### config.mk
export PLATFORM = sky130hd
export DESIGN_NAME = result_demux_32
export DESIGN_NICKNAME = d
export VERILOG_FILES = /design/src/rtl/result_demux_32_pkg.sv /design/src/rtl/result_demux_32_slot.sv /design/src/rtl/result_demux_32.sv
export SDC_FILE = /design/constraint.sdc
export NUM_CORES = 1
export LEC_CHECK = 0
export CAP_MARGIN = 0
export CORE_ASPECT_RATIO = 0.75
export CORE_UTILIZATION = 33
export DETAILED_ROUTE_END_ITERATION = 16
export SYNTH_ARGS = -nofsm -noshare
export SYNTH_HDL_FRONTEND = slang
export SYNTH_SLANG_ARGS = --single-unit
### constraint.sdc
create_clock -name clk -period 1.4 [get_ports clk]
set_input_delay 0.28 -clock clk [delete_from_list [all_inputs] [get_ports clk]]
set_output_delay 0.28 -clock clk [all_outputs]
set_load 0.02 [all_outputs]
### src/rtl/result_demux_32_pkg.sv
// result_demux_32_pkg: shared widths, channel indices and result types for the adder result path.
package result_demux_32_pkg;

    localparam int DATA_W = 32;
    localparam int CNT_W  = 16;

    localparam logic CH0 = 1'b0;
    localparam logic CH1 = 1'b1;

    typedef struct packed {
        logic              carry;
        logic [DATA_W-1:0] sum;
    } result_t;

    typedef enum logic {
        SLOT_EMPTY = 1'b0,
        SLOT_FULL  = 1'b1
    } slot_state_e;

endpackage

### src/rtl/result_demux_32_slot.sv
// result_slot: one-entry valid/ready holding register with a modulo delivery counter.
module result_slot
    import result_demux_32_pkg::*;
#(
    parameter int WIDTH     = DATA_W,
    parameter int CNT_WIDTH = CNT_W
) (
    input  logic                 clk,
    input  logic                 rst_n,
    input  logic                 load_i,
    input  logic [WIDTH:0]       data_i,
    input  logic                 ready_i,
    output logic                 valid_o,
    output logic [WIDTH:0]       data_o,
    output logic                 free_o,
    output logic [CNT_WIDTH-1:0] count_o
);

    slot_state_e          state_q, state_d;
    logic [WIDTH:0]       data_q, data_d;
    logic [CNT_WIDTH-1:0] cnt_q, cnt_d;
    logic                 fire;

    assign valid_o = (state_q == SLOT_FULL);
    assign fire    = valid_o && ready_i;
    // A full slot can take a new result in the same cycle it is drained.
    assign free_o  = !valid_o || ready_i;
    assign data_o  = data_q;
    assign count_o = cnt_q;

    always_comb begin
        state_d = load_i ? SLOT_FULL : (fire ? SLOT_EMPTY : state_q);
        data_d  = load_i ? data_i : data_q;
        cnt_d   = fire ? cnt_q + 1'b1 : cnt_q;
    end

    always_ff @(posedge clk or negedge rst_n) begin
        if (!rst_n) begin
            state_q <= SLOT_EMPTY;
            data_q  <= '0;
            cnt_q   <= '0;
        end else begin
            state_q <= state_d;
            data_q  <= data_d;
            cnt_q   <= cnt_d;
        end
    end

endmodule

### src/rtl/result_demux_32.sv
// result_demux_32: steers each accepted {carry, sum} result into one of two buffered channels.
module result_demux_32
    import result_demux_32_pkg::*;
#(
    parameter int WIDTH     = DATA_W,
    parameter int CNT_WIDTH = CNT_W
) (
    input  logic                 clk,
    input  logic                 rst_n,
    input  logic                 in_valid,
    output logic                 in_ready,
    input  logic                 in_select,
    input  logic [WIDTH-1:0]     in_sum,
    input  logic                 in_carry,
    output logic                 out0_valid,
    input  logic                 out0_ready,
    output logic [WIDTH-1:0]     out0_sum,
    output logic                 out0_carry,
    output logic                 out1_valid,
    input  logic                 out1_ready,
    output logic [WIDTH-1:0]     out1_sum,
    output logic                 out1_carry,
    output logic [CNT_WIDTH-1:0] count0,
    output logic [CNT_WIDTH-1:0] count1
);

    logic free0, free1, accept, load0, load1;

    // Readiness depends only on the selected channel, so a stalled channel never blocks the other.
    assign in_ready = (in_select == CH1) ? free1 : free0;
    assign accept   = in_valid && in_ready;
    assign load0    = accept && (in_select == CH0);
    assign load1    = accept && (in_select == CH1);

    result_slot #(.WIDTH(WIDTH), .CNT_WIDTH(CNT_WIDTH)) u_slot0 (
        .clk     (clk),
        .rst_n   (rst_n),
        .load_i  (load0),
        .data_i  ({in_carry, in_sum}),
        .ready_i (out0_ready),
        .valid_o (out0_valid),
        .data_o  ({out0_carry, out0_sum}),
        .free_o  (free0),
        .count_o (count0)
    );

    result_slot #(.WIDTH(WIDTH), .CNT_WIDTH(CNT_WIDTH)) u_slot1 (
        .clk     (clk),
        .rst_n   (rst_n),
        .load_i  (load1),
        .data_i  ({in_carry, in_sum}),
        .ready_i (out1_ready),
        .valid_o (out1_valid),
        .data_o  ({out1_carry, out1_sum}),
        .free_o  (free1),
        .count_o (count1)
    );

endmodule

-- Yosys cells after proc, flatten, opt, wreduce, memory -nomap -nowiden
Index checks and enable logic that the tools add are counted.
- add/subtract/negate cells: 2
- $mul: 0
- divide/modulo/power cells: 0
- order comparisons: 0
- eq/ne operators: 0
- shifts and indexed selects: 0
- mux-type cells: 5
- bitwise gates (word level): 1
- reductions and logical operators: 11
- operators with widths (operator ; number):
    $add A16 B1 Y16 const B ; 2
    $logic_and A1 B1 Y1 ; 5
    $mux W1 ; 5
    $reduce_bool A2 Y1 ; 2
    $logic_not A1 Y1 ; 2
    $logic_or A1 B1 Y1 ; 2
    $not A1 Y1 ; 1
- bits in registers: 100
- bits in latches: 0
- RAM bits: 0
- memory bits (read-only): 0
- input port bits: 39
- word-level logic and storage cells: 25
- memories: 0

-- Logic depth before layout (Yosys ltp)
- depth after elaboration: 6
- mapped depth: 5

-- Cells and area by module
A second synthesis with hierarchy kept.
- cell total of the unflattened synthesis: 261
- area total of the unflattened synthesis: 3973.8 um2
- by module, submodules not included (module ; times used ; cells an instance ; area an instance (um2)):
    result_slot ; 2 ; 129 ; 1970.6
    result_demux_32 ; 1 ; 3 ; 32.5

-- Least setup slack after synthesis
Ideal clock, no wire load.
- kind: register to register
- from: register u_slot1.state_q, in the netlist u_slot1.valid_o
- to: register u_slot1.data_q[10], in the netlist u_slot1.data_o[10]
- data arrival time: 1.343 ns
- data required time: 1.272 ns
- setup slack: -0.071 ns
- stages on the path, launching flop included: 6
- buffers on the path: 2
- period minus slack after synthesis: 1.471 ns
- cells stage by stage: dfrtp_1 nand2b_1 nor2b_1 buf_2 buf_4 mux2_1
- longest elaborated chain between the ends: 5
- ends and longest elaborated chain (element ; RTL line ; source):
    from (decl) ; result_demux_32_slot.sv:19 ; slot_state_e state_q, state_d;
    from (signal assigned) ; result_demux_32_slot.sv:43 ; state_q <= state_d;
    $logic_not A1 Y1 ; result_demux_32_slot.sv:27 ; assign free_o = !valid_o || ready_i;
    $logic_or A1 B1 Y1 ; result_demux_32_slot.sv:27 ;
    $mux W1 ; result_demux_32.sv:30 ; assign in_ready = (in_select == CH1) ? free1 : free0;
    $logic_and A1 B1 Y1 ; result_demux_32.sv:31 ; assign accept = in_valid && in_ready;
    $logic_and A1 B1 Y1 ; result_demux_32.sv:33 ; assign load1 = accept && (in_select == CH1);
    to (signal assigned) ; result_demux_32_slot.sv:44 ; data_q <= data_d;
    to (decl) ; result_demux_32_slot.sv:20 ; logic [WIDTH:0] data_q, data_d;
No other way between the ends.
A chain may end at the register's enable or synchronous reset.

-- Worst setup path in the final report
- from: register u_slot1.state_q, in the netlist u_slot1.valid_o
- to: output port in_ready
- longest elaborated chain between the ends: 3
- ends and longest elaborated chain (element ; RTL line ; source):
    $logic_not A1 Y1 ; result_demux_32_slot.sv:27 ;
    $logic_or A1 B1 Y1 ; result_demux_32_slot.sv:27 ;
    $mux W1 ; result_demux_32.sv:30 ;
    to (decl) ; result_demux_32.sv:11 ; output logic in_ready,
No other way between the ends.

==> summary.md <==
| Metric | Value |
|---|---|
| Clock sinks | `100` |
| Most common cell after layout, fill and taps aside | `dfrtp_1` |
| Clock period minus final worst setup slack | `about 1500 ps` |
| Die W | `roughly 130 µm` |
| Clk root buf | `clkbuf_16` |
| Total global routing overflow | `0` |
| Post-route ant nets | `0` |
| Arrival time worst endpoint | `between 1000 and 1500 ps` |
| Post-DP HPWL | `a little under 7000 µm` |
| Failing checks | `setup timing` |
| Max Slew Vio Count | `0` |
| H-tree levels | `3` |
| Number of diodes | `0` |
| Register bit total from synthesis | `100` |
| WP data required | `~1100 ps` |
| Max-cap viol count | `0` |
| Final setup fails | `50` |
| Worst hold path class | `input port to asynchronous set/reset pin` |
| Post-Syn Area | `about 4000 µm²` |
| Worst r2r src | `u_slot1.valid_o$_DFFE_PN0P_` |
| Synth Area in Compound Gates | `0%` |
| Post-synth top area share | `a little over three fifths` |
| Tightest Pin Transition | `371 ps` |
| Share of layout cells above drive strength 1 | `a little under two fifths` |
| Fill cells | `around 1000` |
| Ys async rst share | `100%` |
| Ranking of synthesized cells by area | `dfrtp_1, mux2_1, xnor2_1` |
| Peak VDD IR | `roughly 0.75 mV` |
| Unrepaired setup endpoints after global routing | `yes` |
| CP Capture Type | `output port` |
| I/O Buffers | `approximately 140` |
| GPL Wtd Cong | `around 0.76` |
| Share of total power in the clock network | `a little over a quarter` |
| Setup crit start kind | `register` |
| Clk_skew | `around 7.3 ps` |
| Switching Share | `between 30% and 40%` |
| Ports | `140` |
| First-pass GRT wire length | `about 16000 µm` |
| Max Freq | `approximately 0.67 GHz` |
| Area Growth Syn to Fin | `66.7%` |
| Via Count | `between 2000 and 3000` |
| Deepest clock path buffer count | `2` |
| Status | `finished with violations` |
| Synth cell types | `24` |
| Largest net degree at the start of global routing | `between 50 and 60` |
| Critical path launch point | `u_slot1.valid_o$_DFFE_PN0P_` |
| Synth Warn # | `0` |
| Num CTS Buffers | `9` |
| Post-synthesis mux area share | `slightly below 20%` |
| Initial antenna violation count | `0` |
| Drt wl/cell | `~16 µm` |
| Combinational fraction of design power | `a little under a third` |
| Final period util | `106%` |
| Total Wirelength | `~10000 µm` |
| DRC | `0` |
| Post-Synth Adder-Cell Area | `less than 1%` |
| Cell-internal power | `6380 µW` |
| DR iter-0 viols | `between 60 and 70` |
| Multi-input combinational cell area | `around 1700 µm²` |
| Core Footprint | `roughly 12000 µm²` |
| Post-Syn Area per Cell | `about 15 µm²` |
| Register area | `roughly 2500 µm²` |
| Main combinational cell family by area after synthesis | `multiplexers` |
| Area of the die | `between 10000 and 15000 µm²` |
| Cell area after placement | `between 5000 and 6000 µm²` |
| Synth Flop Type | `dfrtp_1` |
| Max-slew headroom | `75.0%` |
| CTS tree | `yes` |
| Die height | `97.0 µm` |
| Most frequent cells in the layout | `dfrtp_1, dlygate4sd2_1, mux2_4, clkdlybuf4s50_1, buf_4` |
| Layout Nets | `about 510` |
| Worst slack at placement | `-664 ps` |
| Clock transition at the registers of the reported paths | `70 ps` |
| Post-Synth Simple-Gate Area | `8.97%` |
| Fin. Hold Viols | `0` |
| Routed vias/inst | `about 4.5` |
| Synth Area in XOR/XNOR | `6.61%` |
| Sw Pwr | `a little under 3000 µW` |
| Core Rows | `34` |
| Finished Core Util | `56.8%` |
| Power Density | `1400 nW/µm²` |
| Design area | `about 6600 µm²` |
| Crit Path Max Fanout | `2` |
| Worst skew pair latency | `between 300 and 400 ps` |
| Syn nets | `between 300 and 400` |
| Leakage | `0.00324 µW` |
| Seq pwr share | `roughly 40%` |
| Worst Setup Path Type | `register to output port` |
| Vias in the first global route | `between 2000 and 3000` |
| Drt first pass iters | `4` |
| Worst hold slack | `between 200 and 300 ps` |
| Final setup margin | `-89.5 ps` |
| Initial Util | `approximately 34%` |
| GRT Util Overall | `roughly 17%` |
| Post-synth EDFFs | `0` |
| Biggest area consumer among synthesized cells | `dfrtp_1` |
| Synth Instances | `between 200 and 300` |
| Sequential fraction of the synthesis area | `about 63%` |
path summary, 6_finish.rpt:
check | to | cells after the start | slack (ps)
worst max-delay path | in_ready | 3 | -90
worst min-delay path | u_slot0.count_o[6]$_DFFE_PN0P_ | 2 | 280
worst max register to register | u_slot1.data_o[16]$_DFFE_PN0P_ | 6 | -80
worst min register to register | u_slot1.count_o[15]$_DFFE_PN0P_ | 1 | 470
max in group asynchronous | u_slot1.data_o[23]$_DFFE_PN0P_ | 3 | 650
min in group clk | u_slot1.valid_o$_DFFE_PN0P_ | 4 | 350
cell type report:
| cell class | count | area share [%] |
|---|---|---|
| multi-input cells | 158 | 26.2 |
| well taps | 162 | 3.06 |
| clock buffers | 10 | 3.61 |
| repair buffers | 193 | 28.0 |
| inverters | 2 | 0.113 |
| clock inverters | 6 | 1.08 |
| flip-flops and latches | 100 | 37.9 |
power by group through the flow:
stage | clock [µW] | combinational (µW) | sequential, µW
6_report | 2540 | 2960 | 3810
5_1_grt | 2750 | 3140 | 3890
4_1_cts | 2630 | 2900 | 3780
3_5_place_dp | 0 | 2930 | 3840
3_3_place_gp | 0 | 2890 | 3830
2_1_floorplan | 0 | 645 | 4450
Yosys cell counts, drive strengths merged, types with 4 or more instances:
master,n
nand4,11
nand3,11
nor3,4
dfrtp,100
nor2,5
nand2,13
and3,5
xor2,6
buf,7
xnor2,24
mux2,69
critical path, cell delays in order, from the launching register on:
cell and delay, ps:
dfrtp_2 410, nand2b_4 60, mux2_2 270, buf_6 130
logic make-up (layout without fill, tap and decap cells):
logic type                 Yosys count  in the layout
xor gates and xnor gates            30             30
adders and majority gates            2              2
muxes                               69             69
DFF                                100            100
buffers and inverters                9            211
and+or+nand+nor                     57             57
layer usage:
| metal | track usage (%) | vias up | routed length, µm |
|---|---|---|---|
| li1 | - | 1328 | - |
| met2 | 24.1 | 96 | 4440 |
| met3 | 4.54 | 11 | 574 |
| met4 | 4.07 | 0 | 82 |
| met5 | 0 | - | 0 |
| met1 | 24.9 | 1413 | 5170 |
stage by stage:
| step | total power [µW] | setup TNS (ps) | std cells |
|---|---|---|---|
| floorplan | 5090 | -320 | 267 |
| global placement | 6720 | -37230 | 596 |
| detailed placement | 6780 | -38220 | 596 |
| CTS | 9320 | -5050 | 626 |
| global route | 9780 | -5310 | 631 |
| finish | 9310 | -3200 | 631 |
what timing repair did:
| action | 4_1_cts | 5_1_grt |
|---|---|---|
| setup buffers | 9 | 7 |
| gates cloned | 4 | 3 |
| hold buffers | 1 | 0 |
| hold endpoints to repair | 100 | 0 |
| pin swaps | 6 | 13 |
| endpoints found under the setup margin | 175 | 89 |
| gates resized for setup | 172 | 52 |
flip-flops by register name (all words and copies together) (netlist names):
name	flops
u_slot0.count_o	16
u_slot0.data_o	33
u_slot0.valid_o	1
u_slot1.count_o	16
u_slot1.data_o	33
u_slot1.valid_o	1
Note: power is estimated with default switching activity, not from simulation.
